File: config.mk
export PLATFORM = sky130hd
export DESIGN_NAME = vga_timing_gen
export DESIGN_NICKNAME = d
export VERILOG_FILES = /design/src/rtl/vga_timing_pkg.sv /design/src/rtl/vga_delay_line.sv /design/src/rtl/vga_timing_gen.sv
export SDC_FILE = /design/constraint.sdc
export NUM_CORES = 1
export LEC_CHECK = 0
export ABC_CLOCK_PERIOD_IN_PS = 2000
export CORE_UTILIZATION = 40
export CTS_BUF_LIST = sky130_fd_sc_hd__clkbuf_8
export CTS_CLUSTER_SIZE = 12
export DETAILED_ROUTE_END_ITERATION = 8
export HOLD_SLACK_MARGIN = 0.08
export PLACE_DENSITY = 0.7
export SYNTH_ARGS = -nofsm -noshare
export SYNTH_HDL_FRONTEND = slang
export SYNTH_SLANG_ARGS = --single-unit
export TNS_END_PERCENT = 20
File: constraint.sdc
create_clock -name CLK -period 2 [get_ports CLK]
set_input_delay 0.3 -clock CLK [delete_from_list [all_inputs] [get_ports CLK]]
set_output_delay 0.3 -clock CLK [all_outputs]
set_load 0.005 [all_outputs]
File: src/rtl/vga_timing_pkg.sv
// vga_timing_pkg: shared mode constants, polarity constants and width helpers for the VGA timing generator
package vga_timing_pkg;
  localparam logic POL_NEG = 1'b0;
  localparam logic POL_POS = 1'b1;
  localparam int SVGA_H_SYNC = 128;
  localparam int SVGA_H_BACK = 88;
  localparam int SVGA_H_ACTIVE = 800;
  localparam int SVGA_H_FRONT = 40;
  localparam int SVGA_V_SYNC = 4;
  localparam int SVGA_V_BACK = 23;
  localparam int SVGA_V_ACTIVE = 600;
  localparam int SVGA_V_FRONT = 1;
  localparam int VGA_H_SYNC = 96;
  localparam int VGA_H_BACK = 48;
  localparam int VGA_H_ACTIVE = 640;
  localparam int VGA_H_FRONT = 16;
  localparam int VGA_V_SYNC = 2;
  localparam int VGA_V_BACK = 33;
  localparam int VGA_V_ACTIVE = 480;
  localparam int VGA_V_FRONT = 10;
  // wide enough to hold the total itself, so end-of-region bounds never wrap
  function automatic int cnt_width(input int total);
    return (total < 2) ? 1 : $clog2(total + 1);
  endfunction
  function automatic bit addr_fits(input int active, input int w);
    return active <= (1 << w);
  endfunction
endpackage

File: src/rtl/vga_delay_line.sv
// vga_delay_line: CE-qualified shift register with async reset and a zero-depth bypass
module vga_delay_line #(
  parameter int DEPTH = 1,
  parameter int WIDTH = 3
) (
  input  logic             clk,
  input  logic             rst,
  input  logic             ce,
  input  logic [WIDTH-1:0] din,
  output logic [WIDTH-1:0] dout
);
  if (DEPTH == 0) begin : g_bypass
    assign dout = din;
  end else begin : g_shift
    logic [WIDTH-1:0] sr_q [DEPTH];
    logic [WIDTH-1:0] sr_d [DEPTH];
    // shift one stage per pixel period, hold otherwise
    always_comb begin
      sr_d = sr_q;
      sr_d[0] = ce ? din : sr_q[0];
      for (int i = 1; i < DEPTH; i++) sr_d[i] = ce ? sr_q[i-1] : sr_q[i];
    end
    // stage registers
    always_ff @(posedge clk or posedge rst)
      if (rst) sr_q <= '{default: '0};
      else sr_q <= sr_d;
    assign dout = sr_q[DEPTH-1];
  end
endmodule

File: src/rtl/vga_timing_gen.sv
// vga_timing_gen: parametrised VGA raster timing with pixel addresses leading sync/DE by PIPE_DLY pixels
module vga_timing_gen import vga_timing_pkg::*; #(
  parameter int   H_SYNC   = SVGA_H_SYNC,
  parameter int   H_BACK   = SVGA_H_BACK,
  parameter int   H_ACTIVE = SVGA_H_ACTIVE,
  parameter int   H_FRONT  = SVGA_H_FRONT,
  parameter int   V_SYNC   = SVGA_V_SYNC,
  parameter int   V_BACK   = SVGA_V_BACK,
  parameter int   V_ACTIVE = SVGA_V_ACTIVE,
  parameter int   V_FRONT  = SVGA_V_FRONT,
  parameter logic HS_POL   = POL_NEG,
  parameter logic VS_POL   = POL_NEG,
  parameter int   PIPE_DLY = 1,
  parameter int   XW       = 11,
  parameter int   YW       = 10
) (
  input  logic          CLK,
  input  logic          RST,
  input  logic          CE,
  output logic          HSYNC_Sig,
  output logic          VSYNC_Sig,
  output logic          DE_Sig,
  output logic          Addr_Valid_Sig,
  output logic [XW-1:0] Column_Addr_Sig,
  output logic [YW-1:0] Row_Addr_Sig,
  output logic          Line_Start_Sig,
  output logic          Frame_Start_Sig
);
  localparam int H_TOTAL = H_SYNC + H_BACK + H_ACTIVE + H_FRONT;
  localparam int V_TOTAL = V_SYNC + V_BACK + V_ACTIVE + V_FRONT;
  localparam int HW = cnt_width(H_TOTAL);
  localparam int VW = cnt_width(V_TOTAL);
  localparam logic [HW-1:0] H_LAST = HW'(H_TOTAL - 1);
  localparam logic [HW-1:0] H_SE   = HW'(H_SYNC);
  localparam logic [HW-1:0] H_VS   = HW'(H_SYNC + H_BACK);
  localparam logic [HW-1:0] H_VE   = HW'(H_SYNC + H_BACK + H_ACTIVE);
  localparam logic [VW-1:0] V_LAST = VW'(V_TOTAL - 1);
  localparam logic [VW-1:0] V_SE   = VW'(V_SYNC);
  localparam logic [VW-1:0] V_VS   = VW'(V_SYNC + V_BACK);
  localparam logic [VW-1:0] V_VE   = VW'(V_SYNC + V_BACK + V_ACTIVE);
  if (!addr_fits(H_ACTIVE, XW)) begin : g_xw_chk
    $error("H_ACTIVE does not fit in XW address bits");
  end
  if (!addr_fits(V_ACTIVE, YW)) begin : g_yw_chk
    $error("V_ACTIVE does not fit in YW address bits");
  end
  logic [HW-1:0] h_q, h_d;
  logic [VW-1:0] v_q, v_d;
  logic [XW-1:0] col_q, col_d;
  logic [YW-1:0] row_q, row_d;
  logic hs_q, hs_d, vs_q, vs_d, vis_q, vis_d, ls_q, ls_d, fs_q, fs_d;
  logic h_wrap, v_wrap, vis_c;
  logic [2:0] dly;
  // advance the raster position and decode the position being left behind
  always_comb begin
    h_wrap = h_q == H_LAST;
    v_wrap = v_q == V_LAST;
    vis_c = h_q >= H_VS && h_q < H_VE && v_q >= V_VS && v_q < V_VE;
    h_d = CE ? (h_wrap ? '0 : h_q + 1'b1) : h_q;
    v_d = (CE && h_wrap) ? (v_wrap ? '0 : v_q + 1'b1) : v_q;
    hs_d = CE ? h_q < H_SE : hs_q;
    vs_d = CE ? v_q < V_SE : vs_q;
    vis_d = CE ? vis_c : vis_q;
    col_d = CE ? (vis_c ? XW'(h_q - H_VS) : '0) : col_q;
    row_d = CE ? (vis_c ? YW'(v_q - V_VS) : '0) : row_q;
    ls_d = CE && h_q == '0;
    fs_d = CE && h_q == '0 && v_q == '0;
  end
  // counter and decode registers
  always_ff @(posedge CLK or posedge RST)
    if (RST) begin
      h_q <= '0;
      v_q <= '0;
      hs_q <= 1'b0;
      vs_q <= 1'b0;
      vis_q <= 1'b0;
      col_q <= '0;
      row_q <= '0;
      ls_q <= 1'b0;
      fs_q <= 1'b0;
    end else begin
      h_q <= h_d;
      v_q <= v_d;
      hs_q <= hs_d;
      vs_q <= vs_d;
      vis_q <= vis_d;
      col_q <= col_d;
      row_q <= row_d;
      ls_q <= ls_d;
      fs_q <= fs_d;
    end
  vga_delay_line #(.DEPTH(PIPE_DLY), .WIDTH(3)) u_dly (
    .clk(CLK), .rst(RST), .ce(CE), .din({hs_q, vs_q, vis_q}), .dout(dly)
  );
  assign HSYNC_Sig = dly[2] ? HS_POL : ~HS_POL;
  assign VSYNC_Sig = dly[1] ? VS_POL : ~VS_POL;
  assign DE_Sig = dly[0];
  assign Addr_Valid_Sig = vis_q;
  assign Column_Addr_Sig = col_q;
  assign Row_Addr_Sig = row_q;
  assign Line_Start_Sig = ls_q;
  assign Frame_Start_Sig = fs_q;
endmodule
Word-level counts from Yosys, hierarchy flattened --
Index checks and enable logic that the tools add are counted.
Storage, ports and cells: register bits 50, input port bits 3, output and inout port bits 27, word-level logic and storage cells 36
Operators by class: $add $sub $neg 4, magnitude comparators 6, eq/ne operators 2, muxes and demuxes 6, reduce and logical (&&, ||, !) cells 8
Operator list (number):
- 11-bit two-way mux | 2
- 10-bit two-way mux | 2
- 11-bit by 1-bit adder with 11-bit output (second input constant) | 1
- 11-bit == test (second input constant) | 1
- 11-bit by 8-bit greater-or-equal comparator with 1-bit output (second input constant) | 1
- 11-bit zero test | 1
- 11-bit by 10-bit less-than comparator with 1-bit output (second input constant) | 1
- 11-bit by 8-bit less-than comparator with 1-bit output (second input constant) | 1
- 11-bit by 8-bit subtractor with 11-bit output (second input constant) | 1
- 10-bit by 1-bit adder with 10-bit output (second input constant) | 1
- 10-bit == test (second input constant) | 1
- 10-bit by 5-bit greater-or-equal comparator with 1-bit output (second input constant) | 1
- 10-bit zero test | 1
- 10-bit less-than comparator (second input constant) | 1
- 10-bit by 3-bit less-than comparator with 1-bit output (second input constant) | 1
- 10-bit by 5-bit subtractor with 10-bit output (second input constant) | 1
- 1-bit logical AND | 6
- 1-bit two-way mux | 2

Logic depth before layout (Yosys ltp) --
depth after elaboration 5, gate-level depth with buffers 7, mapped depth without buffers 5

By module --
Synthesis repeated with hierarchy kept, for this count alone.
Second synthesis, totals: cell total of the unflattened synthesis 240, area, all modules 2553.7 µm²
By module, submodules not included:
- vga_timing_gen | times used 1, cells an instance 233, area an instance 2441.1 µm², sequential area each 1176.1 µm²
- vga_delay_line | times used 1, cells an instance 7, area an instance 112.6 µm², sequential area each 75.1 µm²

Worst setup path after synthesis --
No wires, ideal clock.
kind register to register, start point register v_q[0], end point register col_q[10], in the netlist Column_Addr_Sig[10], library setup time 96 ps, arrival time 1953 ps, data required time 1904 ps, setup slack -49 ps, stages on the path, launching flop included 8, buffers on the path 2, period minus slack after synthesis 2049 ps, cell sequence dfrtp_1 ha_1 clkbuf_1 or3_1 a311oi_2 nand4_2 buf_6 o32ai_2
On the way: word-level cells in the longest chain between the ends 4, elaborated cells between the ends (all ways) 5, classes of those cells order compare: 2; mux: 1; reduce/logical: 2
Ends and longest elaborated chain:
- start: declaration | line vga_timing_gen.sv:48 | logic [VW-1:0] v_q, v_d;
- start signal: assignment | line vga_timing_gen.sv:83 | v_q <= v_d;
- 10-bit by 5-bit greater-or-equal comparator with 1-bit output | line vga_timing_gen.sv:58 | vis_c = h_q >= H_VS && h_q < H_VE && v_q >= V_VS && v_q < V_VE;
- 1-bit logical AND | line vga_timing_gen.sv:58
- 1-bit logical AND (*) | line vga_timing_gen.sv:58
- 11-bit two-way mux (*) | line vga_timing_gen.sv:64 | col_d = CE ? (vis_c ? XW'(h_q - H_VS) : '0) : col_q;
- end signal: assignment | line vga_timing_gen.sv:87 | col_q <= col_d;
- end: declaration | line vga_timing_gen.sv:49 | logic [XW-1:0] col_q, col_d;
Every way passes the cells marked *; elsewhere a longest branch is shown, timed or not. A chain may end at the register's enable or synchronous reset.

Worst setup path in the final report --
start point register v_q[0], end point register col_q[7], in the netlist Column_Addr_Sig[7]
The elaborated chain is that of the path after synthesis.

==> flow_summary.yaml <==
floorplanning:
  coreArea_um2: 6490
  top_level_ports: 30
  initial_core_util: 0.424
  die_height_um: 85.0
  die_area_um2: 7220
  fp.dieW_um: 85.0
  rows: 29
detailed_routing:
  wl_per_cell_um: 14.9
  drtPass1Iterations: 7
  wl_mm: 5.60
  drc: 5
  vias: 2014
  ant_nets: 0
  drt_iter0_drc: 110
  routed_via_density: 5.36
grt:
  grt_max_degree: 51
  antenna_found_initial: 0
  grt_pass1_wl_mm: 9.22
  grt_pass1_vias: 1921
  overflow: 0
  grt_usage: 0.160
clocking:
  cts_resized: 0
  h-tree-depth: 2
  clk_latency_ps: 300
  cts_hold_buf: 0
  post_cts_buffers: 0
  cts-root-buf: "clkbuf_8"
  cts_tree: "built"
  clock_path_buffers: 2
  clock_sinks: 50
  cts_buffers: 5
  path_clk_slew_ps: 90
synth:
  syn-num-nets: 274
  synth_cells: 266
  synth.avg_cell_area_um2: 10.4
  synth_top_area_cell: "dfrtp_1"
  netlist_area_um2: 2750
  ys_seq_elements: 50
  yosysUniqueCellTypes: 39
  yosysWarnings: 0
  ys_seq_area_frac: 0.454
  ys_top_cells_by_area: "dfrtp_1 45%, o32ai_2 11%, inv_1 4.8%, xor2_1 3.8%, xnor2_1 3.5%"
  synth_top_area_frac: 0.454
finish:
  num-nets-final: 306
  antenna_cells: 0
  area_growth_pct: 18.9
  utilization: 0.504
  drive_above_1_share: 0.191
  fin_area_um2: 3280
placement:
  dp_hpwl_mm: 3.88
  portBuffers: 29
  gp_congestion: 0.859
  placed_area_um2: 3180
timing:
  hold_viol_final: 0
  post-route-min-period_ps: 1900
  holdWs_ps: 247
  tightest_slew_ps: 495
  slew_viol_final: 0
  finalCritPeriodShare: 0.952
  relSlewSlack: 0.667
  max_freq_mhz: 525
  clock_skew_ps: 8.63
  setup_viol: 0
power:
  seqPwrFrac: 0.539
  swShare: 0.300
  max-vdd-ir-drop_uv: 380
  internal-power_mw: 1.50
  power_density_nw_per_um2: 653
  p_leak_nw: 1.36
  switchingPower_mw: 0.641
  comb_power_share: 0.183
  p_clk_frac: 0.278
setup_path:
  path_cells: "ha_1, or3_1, a311oi_2, nand4_2, buf_4, o32ai_1"
  end_kind: "flop"
  path_class: "reg -> reg"
  cp.required_ps: 2200
  max_stage_delay_ps: 390
  critPathTopFamily: "compound AO/OA/AOI/OAI gates"
  cp-start-kind: "flop"
  cp.buffers_inverters: 1
  slowest_stage: "dfrtp_1"
  cp_max_fo: 13
  cp.arrival_ps: 2100
worst_hold_path:
  hold_class: "in -> reg"
run_status:
  status: "finished, violations left"
  violations: "DRC"
run:
  drv_cap: 0
==> path summary, 6_finish.rpt <==
kind / from / endpoint / slack (ps) / cells past startpoint
max: v_q[0]$_DFFE_PP0P_ / Column_Addr_Sig[7]$_DFFE_PP0P_ / 100 / 6
min: CE / u_dly.dout[2]$_DFFE_PP0P_ / 250 / 2
max reg2reg: v_q[0]$_DFFE_PP0P_ / Column_Addr_Sig[7]$_DFFE_PP0P_ / 100 / 6
min reg2reg: hs_q$_DFFE_PP0P_ / u_dly.dout[2]$_DFFE_PP0P_ / 490 / 2
max in group asynchronous: RST / h_q[9]$_DFFE_PP0P_ / 1410 / 3
min in group asynchronous: RST / v_q[9]$_DFFE_PP0P_ / 350 / 3
==> worst reg2reg max path, cell delays in order (launching register included) <==
cell      delay, ps
dfrtp_1         390
ha_1            210
or3_1           320
a311oi_2        270
nand4_2         120
buf_4           230
o32ai_1         270
==> cell type report <==
class                           instances  area [µm²]
Inverter                               35         131
Fill cell                             592        3220
Clock inverter                          2        8.76
Sequential cell                        50        1250
Tap cell                               77        96.3
Timing Repair Buffer                   50         468
Multi-Input combinational cell        156        1240
Clock buffer                            6        82.6
==> state kept, by name (all words and copies together) (netlist names) <==
signal           count
Frame_Start_Sig      1
Column_Addr_Sig     11
Row_Addr_Sig        10
h_q                 11
Addr_Valid_Sig       1
Line_Start_Sig       1
u_dly.dout           3
hs_q                 1
v_q                 10
vs_q                 1
==> synthesized netlist by cell type <==
cell and n:
a22oi_1 1, nor3_1 7, clkbuf_1 9, buf_2 6, inv_1 35, nand3_1 5
nor4b_1 2, mux2_1 1, nor2b_1 2, o22ai_1 2, nor2_1 17, and3_1 1
a22o_1 4, o32ai_1 2, nand4_2 1, buf_4 6, ha_1 5, nand2_1 13
or3_1 2, o211ai_1 3, o21a_1 1, mux2_2 4, nor4_1 3, a311oi_2 1
a21o_2 1, nand4_1 8, xor2_1 12, and4_1 6, o31ai_1 2, o21ai_0 14
o32ai_2 18, nor3b_1 1, mux2i_1 1, a21oi_1 4, dfrtp_1 50, nand3b_1 1
xnor2_1 11, buf_1 1, buf_6 3
==> layer usage <==
metal,GRT usage,part of all wire,up-vias,wire (µm)
met5,0,0,-,0
met4,0.0370,0.0041,0,23
met3,0.0311,0.035,4,198
li1,-,-,983,-
met2,0.242,0.44,43,2440
met1,0.237,0.52,984,2930
==> metrics by stage <==
step | instances | power [mW] | TNS, ps | setup WS (ps)
4_1_cts | 376 | 2.17 | 0 | 80.1
3_3_place_gp | 368 | 1.55 | 0 | 169
2_1_floorplan | 266 | 1.46 | 0 | 13.7
3_5_place_dp | 368 | 1.56 | 0 | 104
5_1_grt | 376 | 2.28 | -15.5 | -15.5
6_report | 376 | 2.14 | 0 | 95.9
==> power groups by stage <==
| stage | clock (mW) | combinational [mW] | sequential (mW) |
|---|---|---|---|
| floorplan | 0 | 0.340 | 1.12 |
| global placement | 0 | 0.374 | 1.17 |
| detailed placement | 0 | 0.388 | 1.17 |
| CTS | 0.619 | 0.393 | 1.15 |
| global route | 0.666 | 0.442 | 1.17 |
| finish | 0.594 | 0.391 | 1.15 |
==> cell usage in the layout, fill, tap and decap left out, types with 11 or more instances in the layout <==
cell type,n
buf_4,19
clkdlybuf4s50_1,28
dfrtp_1,50
inv_1,35
nand2_1,13
nor2_1,17
o21ai_0,14
o32ai_2,19
xnor2_1,11
xor2_1,12
==> logic make-up after synthesis <==
group,after synthesis,synth area share
AND/OR/NAND/NOR,69,0.134
buffers and inverters,60,0.101
AO/OA/AOI/OAI,53,0.190
flip-flops,50,0.454
XOR/XNOR,23,0.0731
multiplexers,6,0.0241
adder cells (fa/ha/maj),5,0.0227
Note: power is estimated with default switching activity, not from simulation.
